===== src/rtl/imem_debug_ctrl_pkg.sv =====
// Shared constants for the instruction-memory debug/loader controller.
package imem_debug_ctrl_pkg;

  localparam int unsigned NB_CMD = 8;

  // Controller states; the encoding is visible on o_state for debug.
  typedef enum logic [2:0] {
    ST_IDLE       = 3'd0,
    ST_LOAD       = 3'd1,
    ST_RUN        = 3'd2,
    ST_STEP_WAIT  = 3'd3,
    ST_STEP_PULSE = 3'd4,
    ST_ACK        = 3'd5
  } state_e;

  // Host command bytes.
  localparam logic [NB_CMD-1:0] CMD_LOAD = 8'h4C;  // 'L'
  localparam logic [NB_CMD-1:0] CMD_CONT = 8'h43;  // 'C'
  localparam logic [NB_CMD-1:0] CMD_STEP = 8'h53;  // 'S'
  localparam logic [NB_CMD-1:0] CMD_NEXT = 8'h4E;  // 'N'
  localparam logic [NB_CMD-1:0] CMD_EXIT = 8'h45;  // 'E'

  // Status byte sent when the pipeline halts.
  localparam logic [NB_CMD-1:0] RSP_HALT = 8'h48;  // 'H'

  // Instruction that terminates a program load.
  localparam logic [31:0] HALT_WORD_DEFAULT = 32'hFFFF_FFFF;

endpackage


===== src/rtl/imem_debug_ctrl_word_assembler.sv =====
// Shifts received bytes MSB-first into an instruction word and flags the
// cycle in which the last byte of a word arrives.
module dbg_word_assembler #(
  parameter int unsigned NB_INST = 32,
  parameter int unsigned NB_DATA = 8
) (
  input  logic               i_clk,
  input  logic               i_clear,
  input  logic               i_valid,
  input  logic [NB_DATA-1:0] i_byte,
  output logic               o_word_valid_c,
  output logic [NB_INST-1:0] o_word_c
);

  localparam int unsigned N_BYTES = NB_INST / NB_DATA;
  localparam int unsigned NB_CNT  = (N_BYTES > 1) ? $clog2(N_BYTES) : 1;
  localparam int unsigned NB_HIST = NB_INST - NB_DATA;

  logic [NB_HIST-1:0] r_shift;
  logic [NB_CNT-1:0]  r_count;
  logic               w_last;

  assign w_last         = (r_count == NB_CNT'(N_BYTES - 1));
  assign o_word_c       = {r_shift, i_byte};
  assign o_word_valid_c = i_valid && w_last;

  // Byte history and position within the current word.
  always_ff @(posedge i_clk) begin
    if (i_clear) begin
      r_shift <= '0;
      r_count <= '0;
    end else if (i_valid) begin
      r_shift <= o_word_c[NB_HIST-1:0];
      r_count <= w_last ? '0 : r_count + NB_CNT'(1);
    end
  end

endmodule


===== src/rtl/imem_debug_ctrl.sv =====
// Debug/loader controller: loads instruction memory from a UART byte
// stream, then runs or single-steps the pipeline and reports status bytes.
module imem_debug_ctrl
  import imem_debug_ctrl_pkg::*;
#(
  parameter int unsigned        NB_ADDR   = 32,
  parameter int unsigned        NB_INST   = 32,
  parameter int unsigned        NB_DATA   = 8,
  parameter int unsigned        N_WORDS   = 256,
  parameter logic [NB_INST-1:0] HALT_WORD = NB_INST'(HALT_WORD_DEFAULT)
) (
  input  logic               i_clk,
  input  logic               i_reset,
  input  logic [NB_DATA-1:0] i_rx_data,
  input  logic               i_rx_valid,
  input  logic               i_tx_done,
  input  logic               i_halt,
  output logic [NB_DATA-1:0] o_tx_data,
  output logic               o_tx_start,
  output logic               o_write,
  output logic [NB_INST-1:0] o_instruction,
  output logic [NB_ADDR-1:0] o_address,
  output logic               o_enable,
  output logic               o_pipe_reset,
  output logic [2:0]         o_state
);

  // One spare bit so a full memory count (N_WORDS) is representable.
  localparam int unsigned NB_WCNT = $clog2(N_WORDS) + 1;

  state_e             r_state;
  state_e             w_state_next;
  logic [NB_WCNT-1:0] r_word_count;
  logic [NB_WCNT-1:0] w_word_count_next;
  logic [NB_WCNT-1:0] w_word_count_inc;

  logic               r_write;
  logic               w_write_next;
  logic [NB_INST-1:0] r_instruction;
  logic [NB_INST-1:0] w_instruction_next;
  logic [NB_ADDR-1:0] r_address;
  logic [NB_ADDR-1:0] w_address_next;
  logic               r_enable;
  logic               w_enable_next;
  logic               r_pipe_reset;
  logic               w_pipe_reset_next;
  logic               r_tx_start;
  logic               w_tx_start_next;
  logic [NB_DATA-1:0] r_tx_data;
  logic [NB_DATA-1:0] w_tx_data_next;

  logic               w_load_start;
  logic               w_asm_clear;
  logic               w_asm_valid;
  logic               w_word_valid;
  logic [NB_INST-1:0] w_word;

  assign w_load_start     = (r_state == ST_IDLE) && i_rx_valid &&
                            (i_rx_data == NB_DATA'(CMD_LOAD));
  assign w_asm_clear      = i_reset || w_load_start;
  assign w_asm_valid      = (r_state == ST_LOAD) && i_rx_valid;
  assign w_word_count_inc = r_word_count + NB_WCNT'(1);

  dbg_word_assembler #(
    .NB_INST (NB_INST),
    .NB_DATA (NB_DATA)
  ) u_word_assembler (
    .i_clk          (i_clk),
    .i_clear        (w_asm_clear),
    .i_valid        (w_asm_valid),
    .i_byte         (i_rx_data),
    .o_word_valid_c (w_word_valid),
    .o_word_c       (w_word)
  );

  // State register.
  always_ff @(posedge i_clk) begin
    if (i_reset) begin
      r_state <= ST_IDLE;
    end else begin
      r_state <= w_state_next;
    end
  end

  // Next state, word counter and next values of the registered outputs.
  always_comb begin
    w_state_next       = r_state;
    w_word_count_next  = r_word_count;
    w_write_next       = 1'b0;
    w_instruction_next = r_instruction;
    w_address_next     = r_address;
    w_enable_next      = 1'b0;
    w_pipe_reset_next  = 1'b0;
    w_tx_start_next    = 1'b0;
    w_tx_data_next     = r_tx_data;

    case (r_state)
      ST_IDLE: begin
        if (w_load_start) begin
          w_state_next      = ST_LOAD;
          w_word_count_next = '0;
        end else if (i_rx_valid && (i_rx_data == NB_DATA'(CMD_CONT))) begin
          w_state_next      = ST_RUN;
          w_pipe_reset_next = 1'b1;
        end else if (i_rx_valid && (i_rx_data == NB_DATA'(CMD_STEP))) begin
          w_state_next      = ST_STEP_WAIT;
          w_pipe_reset_next = 1'b1;
        end
      end

      ST_LOAD: begin
        if (w_word_valid) begin
          w_write_next       = 1'b1;
          w_instruction_next = w_word;
          w_address_next     = NB_ADDR'({r_word_count, 2'b00});
          w_word_count_next  = w_word_count_inc;
          // The halt word is still written; the memory-full check
          // fires before the counter could exceed its range.
          if ((w_word == HALT_WORD) ||
              (w_word_count_inc == NB_WCNT'(N_WORDS))) begin
            w_state_next    = ST_ACK;
            w_tx_start_next = 1'b1;
            w_tx_data_next  = NB_DATA'(w_word_count_inc);
          end
        end
      end

      ST_RUN: begin
        if (i_halt) begin
          w_state_next    = ST_ACK;
          w_tx_start_next = 1'b1;
          w_tx_data_next  = NB_DATA'(RSP_HALT);
        end else begin
          w_enable_next = 1'b1;
        end
      end

      ST_STEP_WAIT: begin
        // A halt outranks a command byte arriving in the same cycle.
        if (i_halt) begin
          w_state_next    = ST_ACK;
          w_tx_start_next = 1'b1;
          w_tx_data_next  = NB_DATA'(RSP_HALT);
        end else if (i_rx_valid && (i_rx_data == NB_DATA'(CMD_NEXT))) begin
          w_state_next  = ST_STEP_PULSE;
          w_enable_next = 1'b1;
        end else if (i_rx_valid && (i_rx_data == NB_DATA'(CMD_EXIT))) begin
          w_state_next = ST_IDLE;
        end
      end

      ST_STEP_PULSE: begin
        w_state_next = ST_STEP_WAIT;
      end

      ST_ACK: begin
        if (i_tx_done) begin
          w_state_next = ST_IDLE;
        end
      end

      default: begin
        w_state_next = ST_IDLE;
      end
    endcase
  end

  // Word counter and registered outputs.
  always_ff @(posedge i_clk) begin
    if (i_reset) begin
      r_word_count  <= '0;
      r_write       <= 1'b0;
      r_instruction <= '0;
      r_address     <= '0;
      r_enable      <= 1'b0;
      r_pipe_reset  <= 1'b0;
      r_tx_start    <= 1'b0;
      r_tx_data     <= '0;
    end else begin
      r_word_count  <= w_word_count_next;
      r_write       <= w_write_next;
      r_instruction <= w_instruction_next;
      r_address     <= w_address_next;
      r_enable      <= w_enable_next;
      r_pipe_reset  <= w_pipe_reset_next;
      r_tx_start    <= w_tx_start_next;
      r_tx_data     <= w_tx_data_next;
    end
  end

  assign o_tx_data     = r_tx_data;
  assign o_tx_start    = r_tx_start;
  assign o_write       = r_write;
  assign o_instruction = r_instruction;
  assign o_address     = r_address;
  assign o_enable      = r_enable;
  assign o_pipe_reset  = r_pipe_reset;
  assign o_state       = r_state;

endmodule


===== config.mk =====
export PLATFORM = sky130hd
export DESIGN_NAME = imem_debug_ctrl
export DESIGN_NICKNAME = d
export VERILOG_FILES = /design/src/rtl/imem_debug_ctrl_pkg.sv /design/src/rtl/imem_debug_ctrl_word_assembler.sv /design/src/rtl/imem_debug_ctrl.sv
export SDC_FILE = /design/constraint.sdc
export NUM_CORES = 1
export LEC_CHECK = 0
export BUFFER_PORTS_ARGS = -buffer_cell sky130_fd_sc_hd__buf_2
export CAP_MARGIN = 0
export CORE_MARGIN = 8
export CORE_UTILIZATION = 30
export DETAILED_ROUTE_END_ITERATION = 8
export PLACE_DENSITY = 0.62
export SKIP_CTS_REPAIR_TIMING = 1
export SLEW_MARGIN = 0
export SYNTH_ARGS = -nofsm -noshare
export SYNTH_HDL_FRONTEND = slang
export SYNTH_SLANG_ARGS = --single-unit

===== constraint.sdc =====
create_clock -name i_clk -period 2.9 [get_ports i_clk]
set_input_delay 0.145 -clock i_clk [delete_from_list [all_inputs] [get_ports i_clk]]
set_output_delay 0.145 -clock i_clk [all_outputs]
set_load 0.05 [all_outputs]

==> flow_summary.ini <==
[worst_setup_path]
r2r_setup_slack_ns = 0.44
setup.worst_path.end_class = flip-flop
cpPeakStageDelay_ns = 0.55
slowest_stage = nor3_1
r2r_start = r_word_count[0]
crit_chain = ha_1 -> nand3_1 -> o21a_1 -> nor3_1 -> a21oi_2 -> o32ai_1
path_class = reg2reg
cp-startpoint = r_word_count[0]
start_kind = flip-flop
endpoint = o_tx_data[4]
critPathRequiredTime_ns = 3.15
r2r_cells = 6
r2r_end = o_tx_data[4]
path_max_fanout = 10
worstPathArrival_ns = 2.71

[detailed_routing]
num_vias = 3514
routed_via_density = 4.867
first_pass_iters = 4
routedWlPerCell_um = 14.53
ant_nets = 0
drcViolationCount = 0
routed_wl_um = 10490
drt_iter0_drc = 321

[logic_synthesis]
synth.largest_area_cell = dfxtp_1
async_flop_share = 0
synthCells = 493
synth_area_sq_mm = 0.003897
ys_seq_elements = 91
yosysMostFrequentCell = nand2_1
yosysWarnings = 0
synth.top_cell.area_share = 0.4674
avgSynthCellArea_sq_um = 7.906
ys_seq_area_frac = 0.4674
synth_top_flop_cell = dfxtp_1
synth.area.top_cells = dfxtp_1 47%, nand2_1 14%, a21oi_1 10%
synth_common_cells = 149 x nand2_1, 91 x dfxtp_1, 80 x a21oi_1
synth_edf_count = 0
synth_cell_types = 47

[cts]
htreeDepth = 3
clk_latency_ns = 0.34
cts_buffer_depth = 2
clock-sinks = 91
cts_tree = yes
path_clk_slew_ns = 0.07
cts_buffers = 9
root_buffer = clkbuf_16

[placed_design]
pre_cts_ws_ns = 0.4925
dpl-instance-area_sq_mm = 0.004297
gp_congestion = 0.8133
dp_hpwl_um = 7496
port_buffers = 68

[timing]
relSlewSlack = 0.3993
layout_setup_ws_ns = 0.4368
finalSetupTns_ns = 0
worst_slew_pin_slew_ns = 0.8989
hold_viol = 0
rsz0062_at_grt = no
post-route-period-util = 0.8494
max_freq_mhz = 406.0
skew_ns = 0.005325
finalMaxSlewViolations = 0
finalSetupViolations = 0
min_period_ns = 2.463

[pwr]
ir_drop_mv = 0.2745
power_density_mw_per_mm2 = 633.2
p_leak_uw = 0.001754

[flow_run]
drv_cap = 0

[outcome]
status = finished, final reports clean

[floorplan]
die_area_sq_mm = 0.01689
core_area_sq_mm = 0.01267
fp.dieH_um = 130.0
ios = 92
row_count = 41
die-width_um = 130.0
initial_core_util = 0.3076

[global_route]
grt_start_max_net_pins = 34
grt_util_all_layers = 0.1266
overflow = 0
antenna_found_initial = 0
grt_pass1_vias = 3428
grt_pass1_wl_um = 17220

[final_layout]
synthToLayoutAreaGrowth_pct = 17.37
antenna_cells = 0
multi_input_area_sq_mm = 0.001844
nets = 560
drive_above_1_share = 0.1782
final_cell_area_sq_mm = 0.004574
fill_cells = 1375
ff_latch_area_sq_mm = 0.001822

[hold_path]
hold_class = in2reg
==> cells by family (layout without fill, tap and decap cells) <==
kind of cell / after synthesis / in the layout / synth area share
adder cells (fa/ha/maj): 2 / 2 / 0.006420
AND/OR/NAND/NOR: 218 / 218 / 0.2533
buffers and inverters: 62 / 97 / 0.08443
flip-flops: 91 / 91 / 0.4674
other: 1 / 23 / 0.0009622
XOR/XNOR: 6 / 6 / 0.01349
AO/OA/AOI/OAI: 113 / 113 / 0.1740
==> worst min path at each step <==
stage / start / endpoint / slack [ns] / cells past startpoint
2_1_floorplan: i_halt / o_enable / 0.22 / 1
3_3_place_gp: i_halt / o_enable / 0.43 / 2
3_5_place_dp: i_rx_data[1] / u_word_assembler.r_shift[1] / 0.44 / 3
4_1_cts: i_rx_data[0] / u_word_assembler.r_shift[0] / 0.07 / 3
5_1_grt: i_halt / o_enable / 0.1 / 2
6_report: i_rx_data[0] / u_word_assembler.r_shift[0] / 0.08 / 3
==> through the flow <==
step                      hold WS (ns)  power, uW  instances  utilization
after floorplan                 0.2235       1738        515            -
after global placement          0.4335       1817        706       0.3391
after detailed placement        0.4396       1825        706       0.3391
after CTS                      0.07242       2930        722       0.3610
after global routing           0.09994       3029        722       0.3610
final                          0.08343       2896        722       0.3610
==> worst max-delay path: cells and delay by family, from the launching register on <==
kind / cells / cell delay (ns)
compound gates: 3 / 0.74
fa+ha+maj: 1 / 0.36
flops: 1 / 0.50
simple gates: 2 / 0.77
==> cell usage in the layout (no fill, tap or decap), types with 3 or more instances in the layout <==
master       n
o31ai_1      3
nor3_1      10
inv_1        6
xnor2_1      3
and2_1       4
dfxtp_1     91
or4_1        4
a21oi_1     80
o32ai_1      6
nand4_1      9
buf_4        7
buf_2       68
nand3b_1     3
nor4_1       3
conb_1      23
nand2b_1     3
xor2_1       3
o21ai_1      3
clkbuf_16    9
nand2_1    149
nand3_1      7
or3_1        3
o21ai_0      4
and3_1       3
nor2_1      11
==> sequential cells by signal (all words and copies together) (netlist names) <==
register,count
o_pipe_reset,1
o_enable,1
o_state,3
o_tx_start,1
o_address,9
u_word_assembler.r_count,2
r_word_count,9
o_tx_data,8
o_write,1
u_word_assembler.r_shift,24
o_instruction,32
==> power breakdown <==
| part | internal [uW] | switching (uW) | total [uW] |
|---|---|---|---|
| clock | 587 | 509 | 1100 |
| combinational | 126 | 330 | 456 |
| sequential | 1290 | 57.4 | 1340 |
==> cell type report <==
class	instances	area share
multi-input cells	362	0.4032
clock inverters	7	0.01149
clock buffers	9	0.04923
inverters	6	0.004923
flip-flops and latches	91	0.3982
well taps	172	0.04705
repair buffers	75	0.08589
==> metal layers <==
metal,wire length (um),GRT usage,share of wire,vias to the layer above
li1,-,-,-,1740
met1,4884,0.1612,0.47,1664
met2,4865,0.2040,0.46,97
met3,619,0.03713,0.059,13
met4,121,0.03552,0.012,0
met5,0,0,0,-
(Power assumes the default switching activity.)
